File: src/rtl/servo_pwm_bank.sv
// servo_pwm_bank: multi-channel servo PWM generator that drives pumps.
// A single shared frame counter times the pulses for every channel.
// Each position select is synchronised and debounced. The pulse width
// approaches its target by at most STEP per frame, and each pump runs
// while its select is low.
// Optional feature: define RAIN_LOCK_EN to add a debounced rain input.
// While that input reads 1, it forces every pump off.
module servo_pwm_bank #(
  parameter int NCH     = 3,
  parameter int CW      = 20,
  parameter int PERIOD  = 1_000_000,
  parameter int POS_A   = 30_000,
  parameter int POS_B   = 85_000,
  parameter int STEP    = 2_500,
  parameter int DEB_CYC = 500_000
) (
  input  logic           clk,
  input  logic           rst,
  input  logic [NCH-1:0] sel,
`ifdef RAIN_LOCK_EN
  input  logic           rain,
`endif
  output logic [NCH-1:0] servo,
  output logic [NCH-1:0] pump,
  output logic           frame_st,
  output logic           busy
);

  // The rain input, when present, shares the select conditioning path as its top bit
`ifdef RAIN_LOCK_EN
  localparam int NIN = NCH + 1;
`else
  localparam int NIN = NCH;
`endif

  // The stability counter counts 0..DEB_CYC-1, so at least one bit is needed
  localparam int DW = (DEB_CYC > 1) ? $clog2(DEB_CYC) : 1;
  localparam logic [DW-1:0] DEB_LAST = DW'(DEB_CYC - 1);

  localparam logic [CW-1:0] CNT_LAST = CW'(PERIOD - 1);
  localparam logic [CW-1:0] POS_A_W  = CW'(POS_A);
  localparam logic [CW-1:0] POS_B_W  = CW'(POS_B);
  localparam logic [CW:0]   STEP_W   = (CW + 1)'(STEP);

  // Stop elaboration on parameter sets the counter and slew logic cannot honour
  if ((POS_A >= PERIOD) || (POS_B >= PERIOD) || (STEP == 0) ||
      ((2 ** CW) <= PERIOD) || (NCH < 1) || (NCH > 8) || (DEB_CYC < 1)) begin : g_param_check
    $error("servo_pwm_bank: illegal parameter combination");
  end

  // ---------------------------------------------------------------
  // Input conditioning
  // ---------------------------------------------------------------
  logic [NIN-1:0] raw;
  logic [NIN-1:0] sync1;
  logic [NIN-1:0] sync2;
  logic [NIN-1:0] deb;
  logic [DW-1:0]  deb_cnt [NIN];
  logic [NCH-1:0] deb_sel;
  logic           deb_rain;

`ifdef RAIN_LOCK_EN
  assign raw      = {rain, sel};
  assign deb_rain = deb[NCH];
`else
  assign raw      = sel;
  assign deb_rain = 1'b0;
`endif
  assign deb_sel = deb[NCH-1:0];

  // Two-flop synchroniser for every asynchronous input
  always_ff @(posedge clk or posedge rst) begin
    if (rst) begin
      sync1 <= '0;
      sync2 <= '0;
    end else begin
      sync1 <= raw;
      sync2 <= sync1;
    end
  end

  // The debounced value follows the synchronised value after DEB_CYC cycles of disagreement
  always_ff @(posedge clk or posedge rst) begin
    if (rst) begin
      deb <= '0;
      for (int i = 0; i < NIN; i++) begin
        deb_cnt[i] <= '0;
      end
    end else begin
      for (int i = 0; i < NIN; i++) begin
        if (sync2[i] == deb[i]) begin
          deb_cnt[i] <= '0;
        end else if (deb_cnt[i] == DEB_LAST) begin
          deb[i]     <= sync2[i];
          deb_cnt[i] <= '0;
        end else begin
          deb_cnt[i] <= deb_cnt[i] + 1'b1;
        end
      end
    end
  end

  // ---------------------------------------------------------------
  // Frame timing
  // ---------------------------------------------------------------
  logic [CW-1:0] cnt;
  logic          wrap;

  assign wrap = (cnt == CNT_LAST);

  // Shared frame counter that runs 0..PERIOD-1 and then wraps
  always_ff @(posedge clk or posedge rst) begin
    if (rst) begin
      cnt <= '0;
    end else if (wrap) begin
      cnt <= '0;
    end else begin
      cnt <= cnt + 1'b1;
    end
  end

  // frame_st has the same one-cycle lag as the servo pins, so it marks their first frame cycle
  always_ff @(posedge clk or posedge rst) begin
    if (rst) begin
      frame_st <= 1'b0;
    end else begin
      frame_st <= (cnt == '0);
    end
  end

  // ---------------------------------------------------------------
  // Targets and slew limiting
  // ---------------------------------------------------------------
  logic [CW-1:0]  pw      [NCH];
  logic [CW-1:0]  tgt     [NCH];
  logic [CW-1:0]  pw_next [NCH];
  logic [CW:0]    pw_ext  [NCH];
  logic [CW:0]    tgt_ext [NCH];
  logic [CW:0]    up_ext  [NCH];
  logic [CW:0]    dn_ext  [NCH];
  logic [CW:0]    lim_ext [NCH];
  logic [NCH-1:0] off_tgt;

  // Select the target for each channel and flag any channel that has not reached it
  always_comb begin
    off_tgt = '0;
    for (int i = 0; i < NCH; i++) begin
      tgt[i]     = deb_sel[i] ? POS_A_W : POS_B_W;
      off_tgt[i] = (pw[i] != tgt[i]);
    end
  end

  // Compute one slew step in CW+1 bits so that neither direction can wrap or overshoot
  always_comb begin
    for (int i = 0; i < NCH; i++) begin
      pw_ext[i]  = {1'b0, pw[i]};
      tgt_ext[i] = {1'b0, tgt[i]};
      up_ext[i]  = pw_ext[i] + STEP_W;
      dn_ext[i]  = pw_ext[i] - STEP_W;
      lim_ext[i] = tgt_ext[i] + STEP_W;
      pw_next[i] = pw[i];
      if (pw_ext[i] < tgt_ext[i]) begin
        if (up_ext[i] < tgt_ext[i]) begin
          pw_next[i] = up_ext[i][CW-1:0];
        end else begin
          pw_next[i] = tgt[i];
        end
      end else if (pw_ext[i] > tgt_ext[i]) begin
        if (pw_ext[i] > lim_ext[i]) begin
          pw_next[i] = dn_ext[i][CW-1:0];
        end else begin
          pw_next[i] = tgt[i];
        end
      end
    end
  end

  // Pulse widths change only on the wrap cycle, so a frame's pulse is never cut short or stretched
  always_ff @(posedge clk or posedge rst) begin
    if (rst) begin
      for (int i = 0; i < NCH; i++) begin
        pw[i] <= POS_B_W;
      end
    end else if (wrap) begin
      for (int i = 0; i < NCH; i++) begin
        pw[i] <= pw_next[i];
      end
    end
  end

  // ---------------------------------------------------------------
  // Registered outputs
  // ---------------------------------------------------------------

  // The PWM pin is high for the first pw[i] counts of every frame
  always_ff @(posedge clk or posedge rst) begin
    if (rst) begin
      servo <= '0;
    end else begin
      for (int i = 0; i < NCH; i++) begin
        servo[i] <= (cnt < pw[i]);
      end
    end
  end

  // busy reports whether any channel is still ramping toward its target
  always_ff @(posedge clk or posedge rst) begin
    if (rst) begin
      busy <= 1'b0;
    end else begin
      busy <= |off_tgt;
    end
  end

  // A pump runs while its select is low, and debounced rain blocks all pumps
  always_ff @(posedge clk or posedge rst) begin
    if (rst) begin
      pump <= '0;
    end else begin
      pump <= ~deb_sel & ~{NCH{deb_rain}};
    end
  end

endmodule

File: config.mk
export PLATFORM = sky130hd
export DESIGN_NAME = servo_pwm_bank
export DESIGN_NICKNAME = d
export VERILOG_FILES = /design/src/rtl/servo_pwm_bank.sv
export SDC_FILE = /design/constraint.sdc
export NUM_CORES = 1
export LEC_CHECK = 0
export BUFFER_PORTS_ARGS = -buffer_cell sky130_fd_sc_hd__clkbuf_2
export CAP_MARGIN = 20
export CORE_MARGIN = 2
export CORE_UTILIZATION = 57
export CTS_BUF_LIST = sky130_fd_sc_hd__clkbuf_2
export DETAILED_ROUTE_END_ITERATION = 10
export GPL_ROUTABILITY_DRIVEN = 0
export GPL_TIMING_DRIVEN = 0
export PLACE_DENSITY = 0.76
export SYNTH_ARGS = -nofsm -noshare
export SYNTH_HDL_FRONTEND = slang
export SYNTH_SLANG_ARGS = --single-unit
File: constraint.sdc
create_clock -name clk -period 8.5 [get_ports clk]
set_input_delay 0 -clock clk [delete_from_list [all_inputs] [get_ports clk]]
set_output_delay 0 -clock clk [all_outputs]
set_load 0.02 [all_outputs]
After elaboration in Yosys (flattened, before gate mapping)
Index checks and enable logic that the tools add are counted.
{ "totals": {"mem_bits_ro": 0, "out_inout_bits": 8, "wordCells": 91, "latchBits": 0, "register_bits": 154, "input_bits": 5, "mem_count": 0, "ramBits": 0} }
{ "classes": {"mul": 0, "bitwise": 4, "n_mux": 22, "addsub": 13, "n_shift": 0, "eq_ne": 10, "n_lt_le_gt_ge": 15, "div_mod_pow": 0, "n_reduce_logical": 11} }
{ "ops": {"columns": ["op", "n"], "rows": [
  ["$mux 20", 13],
  ["$mux 19", 6],
  ["$add 20x12->21 const B", 3],
  ["$lt 21x17->1", 3],
  ["$gt 20x17->1", 3],
  ["$gt 20x18->1", 3],
  ["$lt 20x17->1", 3],
  ["$lt 20x20->1", 3],
  ["$ne 20x17->1", 3],
  ["$sub 20x12->20 const B", 3],
  ["$add 19x1->19 const B", 3],
  ["$eq 19x19->1 const B", 3],
  ["$add 17x12->18 const B", 3],
  ["$mux 17", 3],
  ["$add 20x1->20 const B", 1],
  ["$eq 20x20->1 const B", 1],
  ["$logic_not 20->1", 1],
  ["$reduce_and 2->1", 6],
  ["$reduce_bool 2->1", 3],
  ["$eq 1x1->1", 3],
  ["$not 1->1", 3],
  ["$not 3->3", 1],
  ["$reduce_or 3->1", 1]
]} }

Longest topological paths before layout
Gate-level depths: netlist of the first run.
{ "depth": {"word_depth": 6, "mapped_depth": 17, "depth_no_buf": 14} }

Worst setup path after synthesis of the first run
Ideal clock, no wire load.
{ "synth_path": {"path_type": "reg2reg", "start": "register pw[23] (netlist name)", "end": "register pw[24] (netlist name)", "t_arrival_ns": 3.253, "path_stages_with_launch": 14, "path_buffers": 0, "setup_time_ns": 0.118, "setup_slack_ns": 5.129, "path_cell_list": "dfstp_2 -> ha_1 -> nand3_2 -> nand2_1 -> a31oi_1 -> xnor2_1 -> ha_1 -> a21o_1 -> a2111o_1 -> o211ai_1 -> nand4_2 -> o21ai_1 -> a221oi_2 -> a21o_1"} }
{ "synth_via": {"elab_chain_len": 4, "word_cells_on_any_way": 12, "classes_between": "add/sub (2); order compare (4); mux (4); reduce/logical (2)"} }
{ "synth_rtl": {"columns": ["element", "line_no", "rtl"], "rows": [
  ["start, declared", "134", "logic [CW-1:0] pw [NCH];"],
  ["start signal, assigned by index", "186", "pw[i] <= pw_next[i];"],
  ["$add 20x12->21 (tied with other cells)", "158", "up_ext[i] = pw_ext[i] + STEP_W;"],
  ["$lt 21x17->1 or $mux 20 (tied branches)", "163, 169", null],
  ["$mux 20 (on tied branches)", "163, 168", null],
  ["$mux 20", "162", "if (pw_ext[i] < tgt_ext[i]) begin"]
]} }
Several ways; a longest one is shown, not always the timed one. The select of a mux whose other input is x is not followed.
A chain may end at the register's enable or synchronous reset.

==> results summary, run 1 <==
The data required time at the worst endpoint is 9.16 ns. The complex-gate fraction of the synthesized area came out at 21.3%. After synthesis, the most frequently instantiated cells are sky130_fd_sc_hd__dfrtp_1 (133), sky130_fd_sc_hd__ha_1 (122), sky130_fd_sc_hd__nor2_1 (120). Counting tap cells, the placed design contains a total of 1694 instances. The wire length of the first global-routing pass is 52.5 mm. The synthesized cell area came out at 0.0123 sq mm.

The worst setup path is of the reg -> reg kind. After layout, the worst setup slack is 4.19 ns. The number of cells on the worst hold path is 3. The area added between synthesis and finish came out at 6.49%. Once the floorplan was initialized, standard cells occupied 58.1% of the core. The clock transition at the registers of the reported paths is 0.29 ns.

The sequential fraction of the synthesis area came out at 30.4%. The max-slew violation count is 0. The aggregate routed wire length is 31.5 mm.

The mean area per synthesized cell came out at 8.72 sq um. Among all flip-flop cells after synthesis, the most frequent one is sky130_fd_sc_hd__dfrtp_1. The yosys synthesis warning count is 0. The number of antenna-violating nets in the routed design is 0. Dividing the detail-routed wire length by the instance count gives 18.1 um. The overall fraction of global-route tracks in use came out at 29.0%. On the final layout, the worst clock skew is 0.0609 ns. The synthesized netlist devotes 12.5% of its cell area to adder and majority cells. The post-placement worst setup slack is 4.25 ns.

The length in cells of the worst reg-to-reg path is 11. The headroom to the max-slew limit is 41.3%. The final-report setup violation count came out at 0. The number of antenna violations at the first check in global routing was 2. The proportion of netlist area held by the largest area contributor came out at 27.2%. The number of storage elements in the synthesis netlist is 148. The remaining global-route overflow came out at 0. At the worst endpoint, the arrival time is 4.96 ns. The number of global-route vias before repair is 10692.

The async set-reset flop share out of synthesis is 100%. Setup repair after global routing left no endpoint under its margin. The number of placed I/O pins came out at 13.

The remaining routing DRC violations came out at 0. The synthesized netlist devotes 6.72% of its cell area to XOR and XNOR gates. Among all cell types in the netlist, the one instantiated most often is sky130_fd_sc_hd__dfrtp_1. In the final layout, the share of cells above drive strength 1 is 12.4%.

STA classifies the critical path endpoint as a flip-flop. The summed negative setup slack over all endpoints came out at 0 ns. The final period demand of the worst path is 4.31 ns. The number of enable-type register cells in the synthesized netlist came out at 0. The count of vias placed by the detailed router is 11149. The core box area is 0.0211 sq mm. The dominant combinational cell family by area after synthesis is simple AND/OR/NAND/NOR gates. The chip width came out at 151 um. The number of buffers on the longest clock path is 2. Yosys attributes the largest share of cell area to sky130_fd_sc_hd__dfrtp_1 (27%), sky130_fd_sc_hd__ha_1 (12%), sky130_fd_sc_hd__xnor2_1 (3.7%), sky130_fd_sc_hd__nor2_1 (3.7%), sky130_fd_sc_hd__nand2_1 (3.6%). The flow ran to the end, and the final reports show no timing, DRC or antenna violations. The part of the cycle the worst path needs is 50.6%.

The library cell used as clock root buffer is sky130_fd_sc_hd__clkbuf_2. The highest attainable clock frequency came out at 232 MHz. In this run the number of H-tree levels came out at 4. The number of placement rows came out at 53. The number of buffers inserted during clock tree synthesis came out at 17. The CTS tree is yes. The post-synthesis simple-gate area fraction is 23.1%. The initial DRC count is 1074. The worst setup path is launched from a flip-flop. The half-perimeter wire length of the detailed placement result came out at 23.2 mm. The average via count per standard cell is 6.42. The power density relative to cell area came out at 93.2 mW/mm^2. The final net count came out at 1574. The sink count of the clock tree is 148. The clock latency reported for the late side of the worst-skew pair came out at 0.81 ns. The maximum number of pins on one net before global-route repair came out at 80.

The floorplan step set the die height to 151 um. The hold violation count in the final report came to 0. The class of the most critical hold timing path is in -> reg.

Measured against the total synthesized area, the mux share comes to 0.664%. The floorplan die area came out at 0.0227 sq mm. The number of instances in the synthesized netlist came out at 1406.

The largest fanout on the critical path came out at 16. When the netlist entered floorplanning its net count stood at 1533. The count of unique library cells instantiated by Yosys came out at 110. The number of buffers added on ports came out at 12.

Excluding fillers, the count of instances in the completed layout stands at 1736. The leakage component of the power is 5.56 nW. The worst vdd rail ir drop came out at 0.0000707 V. The detailed-routing iteration count for the pre-antenna-repair pass came out at 7. Hold timing on the final database bottoms out at a slack of 0.345 ns. sky130_fd_sc_hd__dfrtp_1 takes more of the synthesized area than any other cell. The measured slew at the worst slew-check pin came out at 0.874 ns. The max-capacitance violation count came out at 0.
through the flow:
step / instance area (sq um) / power [mW] / util [%]
2_1_floorplan: 12300 / 0.746 / -
3_3_place_gp: 12700 / 0.754 / 60.0
3_5_place_dp: 12700 / 0.757 / 60.2
4_1_cts: 13000 / 1.23 / 61.8
5_1_grt: 13100 / 1.26 / 61.9
6_report: 13100 / 1.22 / 61.9
area by class of cell:
type / instances / area (sq um)
antenna: 1 / 2.50
sequential: 148 / 3720
buffer: 64 / 375
multi-input combinational: 1116 / 7860
clock buffer: 17 / 85.1
fill: 1847 / 8040
clock inverter: 15 / 186
inverter: 78 / 298
tap: 275 / 344
timing repair buffer: 22 / 173
power breakdown:
group / switching [mW] / internal [mW]
sequential: 0.00411 / 0.711
combinational: 0.0225 / 0.00936
clock: 0.320 / 0.149
layer usage:
metal | GRT usage, % | wire, um
met1 | 38.9 | 13700
met2 | 46.4 | 14400
met3 | 5.55 | 2340
met4 | 11.0 | 994
met5 | 0 | 7
timing repair:
item                      CTS  global route
hold endpoints to repair  146             0
resized for setup           0             0
hold buffers                8             0
setup buffers               0             0
path summary, 6_finish.rpt:
check / start / end / slack (ns)
max: deb[2]$_DFFE_PP0P_ / pw[13]$_DFFE_PP0P_ / 4.19
min: sel[0] / sync1[0]$_DFF_PP0_ / 0.35
max reg2reg: deb[2]$_DFFE_PP0P_ / pw[13]$_DFFE_PP0P_ / 4.19
min reg2reg: sync1[0]$_DFF_PP0_ / sync2[0]$_DFF_PP0_ / 0.39
max in group asynchronous: rst / pw[3]$_DFFE_PP1P_ / 7.19
min in group asynchronous: rst / pw[22]$_DFFE_PP0P_ / 0.39
critical path, cell delays in order (launching register included):
cell and delay (ns):
sky130_fd_sc_hd__dfrtp_1 0.64, sky130_fd_sc_hd__clkbuf_1 0.44, sky130_fd_sc_hd__inv_1 0.44, sky130_fd_sc_hd__ha_1 0.47, sky130_fd_sc_hd__nand4_1 0.16, sky130_fd_sc_hd__or3_1 0.39, sky130_fd_sc_hd__o32ai_2 0.57, sky130_fd_sc_hd__nor2_2 0.22
sky130_fd_sc_hd__o21ai_2 0.34, sky130_fd_sc_hd__a41oi_1 0.07, sky130_fd_sc_hd__o21ai_0 0.26, sky130_fd_sc_hd__nand3_1 0.17
registers in the layout, summed over array words and instances, names as in the netlist:
| signal | cells |
|---|---|
| busy | 1 |
| cnt | 20 |
| deb | 3 |
| deb_cnt | 57 |
| frame_st | 1 |
| pump | 3 |
| pw | 54 |
| servo | 3 |
| sync1 | 3 |
| sync2 | 3 |
layout by cell type (no fill, tap or decap), types with 9 or more instances in the layout:
| cell type | n |
|---|---|
| sky130_fd_sc_hd__a211oi_1 | 10 |
| sky130_fd_sc_hd__a21o_1 | 16 |
| sky130_fd_sc_hd__a21oi_1 | 72 |
| sky130_fd_sc_hd__a31oi_1 | 11 |
| sky130_fd_sc_hd__and3_1 | 22 |
| sky130_fd_sc_hd__buf_2 | 27 |
| sky130_fd_sc_hd__clkbuf_1 | 18 |
| sky130_fd_sc_hd__clkbuf_2 | 30 |
| sky130_fd_sc_hd__dfrtp_1 | 133 |
| sky130_fd_sc_hd__dfstp_2 | 15 |
| sky130_fd_sc_hd__ha_1 | 122 |
| sky130_fd_sc_hd__inv_1 | 75 |
| sky130_fd_sc_hd__nand2_1 | 117 |
| sky130_fd_sc_hd__nand2b_1 | 9 |
| sky130_fd_sc_hd__nand3_1 | 74 |
| sky130_fd_sc_hd__nand4_1 | 31 |
| sky130_fd_sc_hd__nor2_1 | 120 |
| sky130_fd_sc_hd__nor2b_1 | 11 |
| sky130_fd_sc_hd__nor3_1 | 39 |
| sky130_fd_sc_hd__nor4_1 | 20 |
| sky130_fd_sc_hd__o211ai_1 | 17 |
| sky130_fd_sc_hd__o21a_1 | 25 |
| sky130_fd_sc_hd__o21ai_0 | 71 |
| sky130_fd_sc_hd__o21ai_1 | 24 |
| sky130_fd_sc_hd__or3_1 | 18 |
| sky130_fd_sc_hd__xnor2_1 | 52 |
| sky130_fd_sc_hd__xor2_1 | 42 |
kinds of logic (layout without fill, tap and decap cells):
family                     count (synthesis)  in the layout
and+or+nand+nor                          531            531
AOI/OAI and AO/OA                        361            361
DFF                                      148            148
buffers and inverters                    142            196
adders and majority gates                122            122
xor gates and xnor gates                  94             94
muxes                                      8              8
other                                      0              1
No activity file was read; power rests on OpenSTA's default activity.
==> inputs of run 2 (changes only) <==
==> constraint.sdc (replaced) <==
create_clock -name clk -period 4.1 [get_ports clk]
set_input_delay 0 -clock clk [delete_from_list [all_inputs] [get_ports clk]]
set_output_delay 0 -clock clk [all_outputs]
set_load 0.02 [all_outputs]
==> results summary, run 2 (same netlist as run 1, synthesis figures left out) <==
The floorplan die area is 0.0227 sq mm (unchanged). The combinational cell fraction of total power is 2.6% (about the same). The worst hold margin came to 0.340 ns (-0.00487 ns). The detailed-routing iteration count for the pre-antenna-repair pass came out at 7 (unchanged).

The clock transition at the registers of the reported paths came out at 0.29 ns (about the same). The min-delay analysis places its worst path in the category in -> reg. The sink count of the clock tree is 148 (unchanged). The number of global-route vias before repair is 10721 (+0.27%).

The data required time at the worst endpoint came out at 4.76 ns (-4.40 ns). In the layout the commonest cells are sky130_fd_sc_hd__dfrtp_1 (131), sky130_fd_sc_hd__ha_1 (121), sky130_fd_sc_hd__nor2_1 (120), sky130_fd_sc_hd__nand2_1 (117), sky130_fd_sc_hd__nand3_1 (74). The type of element capturing the critical path is a flip-flop. The worst setup path is launched from a flip-flop. The commonest non-fill, non-tap cell in the layout is sky130_fd_sc_hd__dfrtp_1. The number of placed instances, taps included is 1694 (unchanged).

The net switching power came out at 0.721 mW (+110%). The headroom to the max-slew limit is 49.1% (+7.8 points). The worst setup slack for register-to-register paths is 0.20 ns (-4.00 ns).

The half-perimeter wire length of the detailed placement result is 23.2 mm (unchanged). The data arrival time of the critical path came out at 4.57 ns (-0.39 ns). The starting density of the core came out at 58.1% (unchanged). The share of power burned in registers came to 58.8% (about the same). The measured slew at the worst slew-check pin was 0.764 ns (-0.110 ns).

The clock latency reported for the late side of the worst-skew pair is 0.82 ns (about the same). The final period demand of the worst path came to 3.90 ns (-0.401 ns). The H-tree depth reported by CTS came out at 4 (unchanged). The number of placement rows is 53 (unchanged). The number of buffers inserted during clock tree synthesis is 17 (unchanged).

In this run the most critical hold path is launched from sel[0]. The vertical extent of the die came out at 151 um (unchanged). The power density relative to cell area came out at 191 mW/mm^2 (+100%). The fraction of final layout cells with drive strength greater than 1 came out at 13.9% (+1.5 points).

The number of antenna-violating nets in the routed design came out at 0 (unchanged). The footprint of the multi-input gates is 0.00791 sq mm (+0.60%). The largest fanout on the critical path is 10 (-6).

The final-report setup violation count came out at 0 (unchanged). The part of the power in the clock network is 38.6% (about the same). Setup repair after global routing left no endpoint under its margin.

The switching fraction of total power is 28.6% (+0.084 points). The overall fraction of global-route tracks in use is 29.1% (+0.13 points). For hold timing, the worst endpoint is sync1[0]$_DFF_PP0_. The initial DRC count was 1161 (+8.1%). The register area is 0.00372 sq mm (about the same).

The number of flip-flops in the largest register is 57 (unchanged). The wire length of the first global-routing pass is 52.8 mm (+0.54%). The maximum number of pins on one net before global-route repair came out at 80 (unchanged). The critical path class is reg -> reg.

The remaining routing DRC violations came out at 0 (unchanged). The chip width came to 151 um (unchanged). The max-slew violation count is 0 (unchanged).

The final net count is 1586 (+0.76%). The number of antenna violations at the first check in global routing came out at 1 (-1). The max-capacitance violation count came out at 0 (unchanged). The area added between synthesis and finish came out at 7.86%. The beginning of the critical path is deb[2]$_DFFE_PP0P_. The source of the worst register-to-register timing path is deb[2]$_DFFE_PP0P_. The highest attainable clock frequency came to 256 MHz (+10%).

The number of cells on the worst hold path is 3 (unchanged). The worst-case clock skew came out at 0.0583 ns (-0.00261 ns). The tree is rooted in a sky130_fd_sc_hd__clkbuf_2. The aggregate routed wire length came out at 31.7 mm (+0.77%).

The final-layout fill cell count came out at 1827 (-1.1%). In this run the critical register-to-register path is captured at pw[13]$_DFFE_PP0P_. The average wire per standard cell came out at 18.2 um (about the same). The CTS tree is yes. The number of standard cells in the final layout excluding fillers came out at 1748 (+0.69%). The worst vdd rail ir drop is 0.000146 V (+110%).

The run finished with clean final reports. The count of vias placed by the detailed router is 11133 (-0.14%). The number of buffers on the longest clock path is 2 (unchanged).

The number of placed I/O pins is 13 (unchanged). The register with the most flip-flops is deb_cnt. The leakage component of the power was 5.62 nW (+1.1%).

The largest registers in the layout are deb_cnt: 57 flops, pw: 54 flops, cnt: 20 flops. The core box area came out at 0.0211 sq mm (unchanged). The length in cells of the worst reg-to-reg path is 12 (+1). The remaining global-route overflow is 0 (unchanged). The number of buffers added on ports is 12 (unchanged). The average via count per standard cell is 6.37 (-0.83%). The hold violation count in the final report is 0 (unchanged). The internal power came out at 1.80 mW (+110%). The part of the cycle the worst path needs came to 95.2% (+45 points).
## run 2: cell type report
| class | count | area share (%) |
|---|---|---|
| clock buffer | 17 | 0.644 |
| inverter | 78 | 2.34 |
| multi-input combinational | 1116 | 59.9 |
| buffer | 64 | 2.85 |
| sequential | 148 | 28.2 |
| timing repair buffer | 34 | 2.10 |
| clock inverter | 15 | 1.41 |
| antenna | 1 | 0.0189 |
| tap | 275 | 2.60 |
## run 2: metal layers
layer	GRT usage, %	routed length [um]	vias to the layer above
met2	46.8	14700	444
met3	4.94	2210	100
met5	0	0	-
met1	39.5	13900	5310
met4	10.7	947	0
li1	-	-	5279
## run 2: per-stage QoR
stage	total power [mW]	util, %	cell area [sq um]	setup slack, ns	setup TNS [ns]
2_1_floorplan	1.55	-	12300	0.145	0
3_3_place_gp	1.56	60.0	12700	-1.69	-224.14
3_5_place_dp	1.57	60.2	12700	-0.154	-0.355
4_1_cts	2.54	62.2	13100	0.0634	0
5_1_grt	2.61	62.7	13200	0.00389	0
6_report	2.52	62.7	13200	0.195	0
## run 2: power groups by stage
stage	clock [mW]	combinational, mW	sequential, mW
after CTS	0.990	0.0689	1.48
after floorplan	0	0.0426	1.50
after detailed placement	0	0.0630	1.51
after global placement	0	0.0579	1.51
after global routing	1.05	0.0784	1.49
final	0.975	0.0660	1.48
## run 2: how the worst max path moves through the flow
stage / slack, ns / cells past startpoint / to
detailed placement: -0.15 / 11 / pw[14]$_DFFE_PP1P_
global placement: -1.69 / 2 / pump[0]$_DFF_PP0_
global route: 0.004 / 15 / pw[53]$_DFFE_PP0P_
finish: 0.20 / 12 / pw[13]$_DFFE_PP0P_
floorplan: 0.15 / 1 / busy$_DFF_PP0_
CTS: 0.06 / 13 / pw[26]$_DFFE_PP0P_
## run 2: critical path, stage by stage, from the launching register on
cell and delay, ns:
sky130_fd_sc_hd__dfrtp_1 0.62, sky130_fd_sc_hd__clkbuf_2 0.35, sky130_fd_sc_hd__clkinvlp_4 0.14, sky130_fd_sc_hd__buf_4 0.18, sky130_fd_sc_hd__ha_1 0.31, sky130_fd_sc_hd__and4b_1 0.22
sky130_fd_sc_hd__and3_1 0.22, sky130_fd_sc_hd__a2111oi_4 0.64, sky130_fd_sc_hd__nor2_2 0.23, sky130_fd_sc_hd__o21ai_2 0.33, sky130_fd_sc_hd__a41oi_1 0.07, sky130_fd_sc_hd__o21ai_0 0.28
sky130_fd_sc_hd__nand3_1 0.18
## run 2: timing repair
item / 4_1_cts / 5_1_grt
hold buffers: 8 / 0
pin swaps: 0 / 4
endpoints found under the hold margin: 146 / 0
setup endpoints to repair: 8 / 47
gates cloned: 0 / 0
resized for setup: 4 / 12
setup buffers: 7 / 6
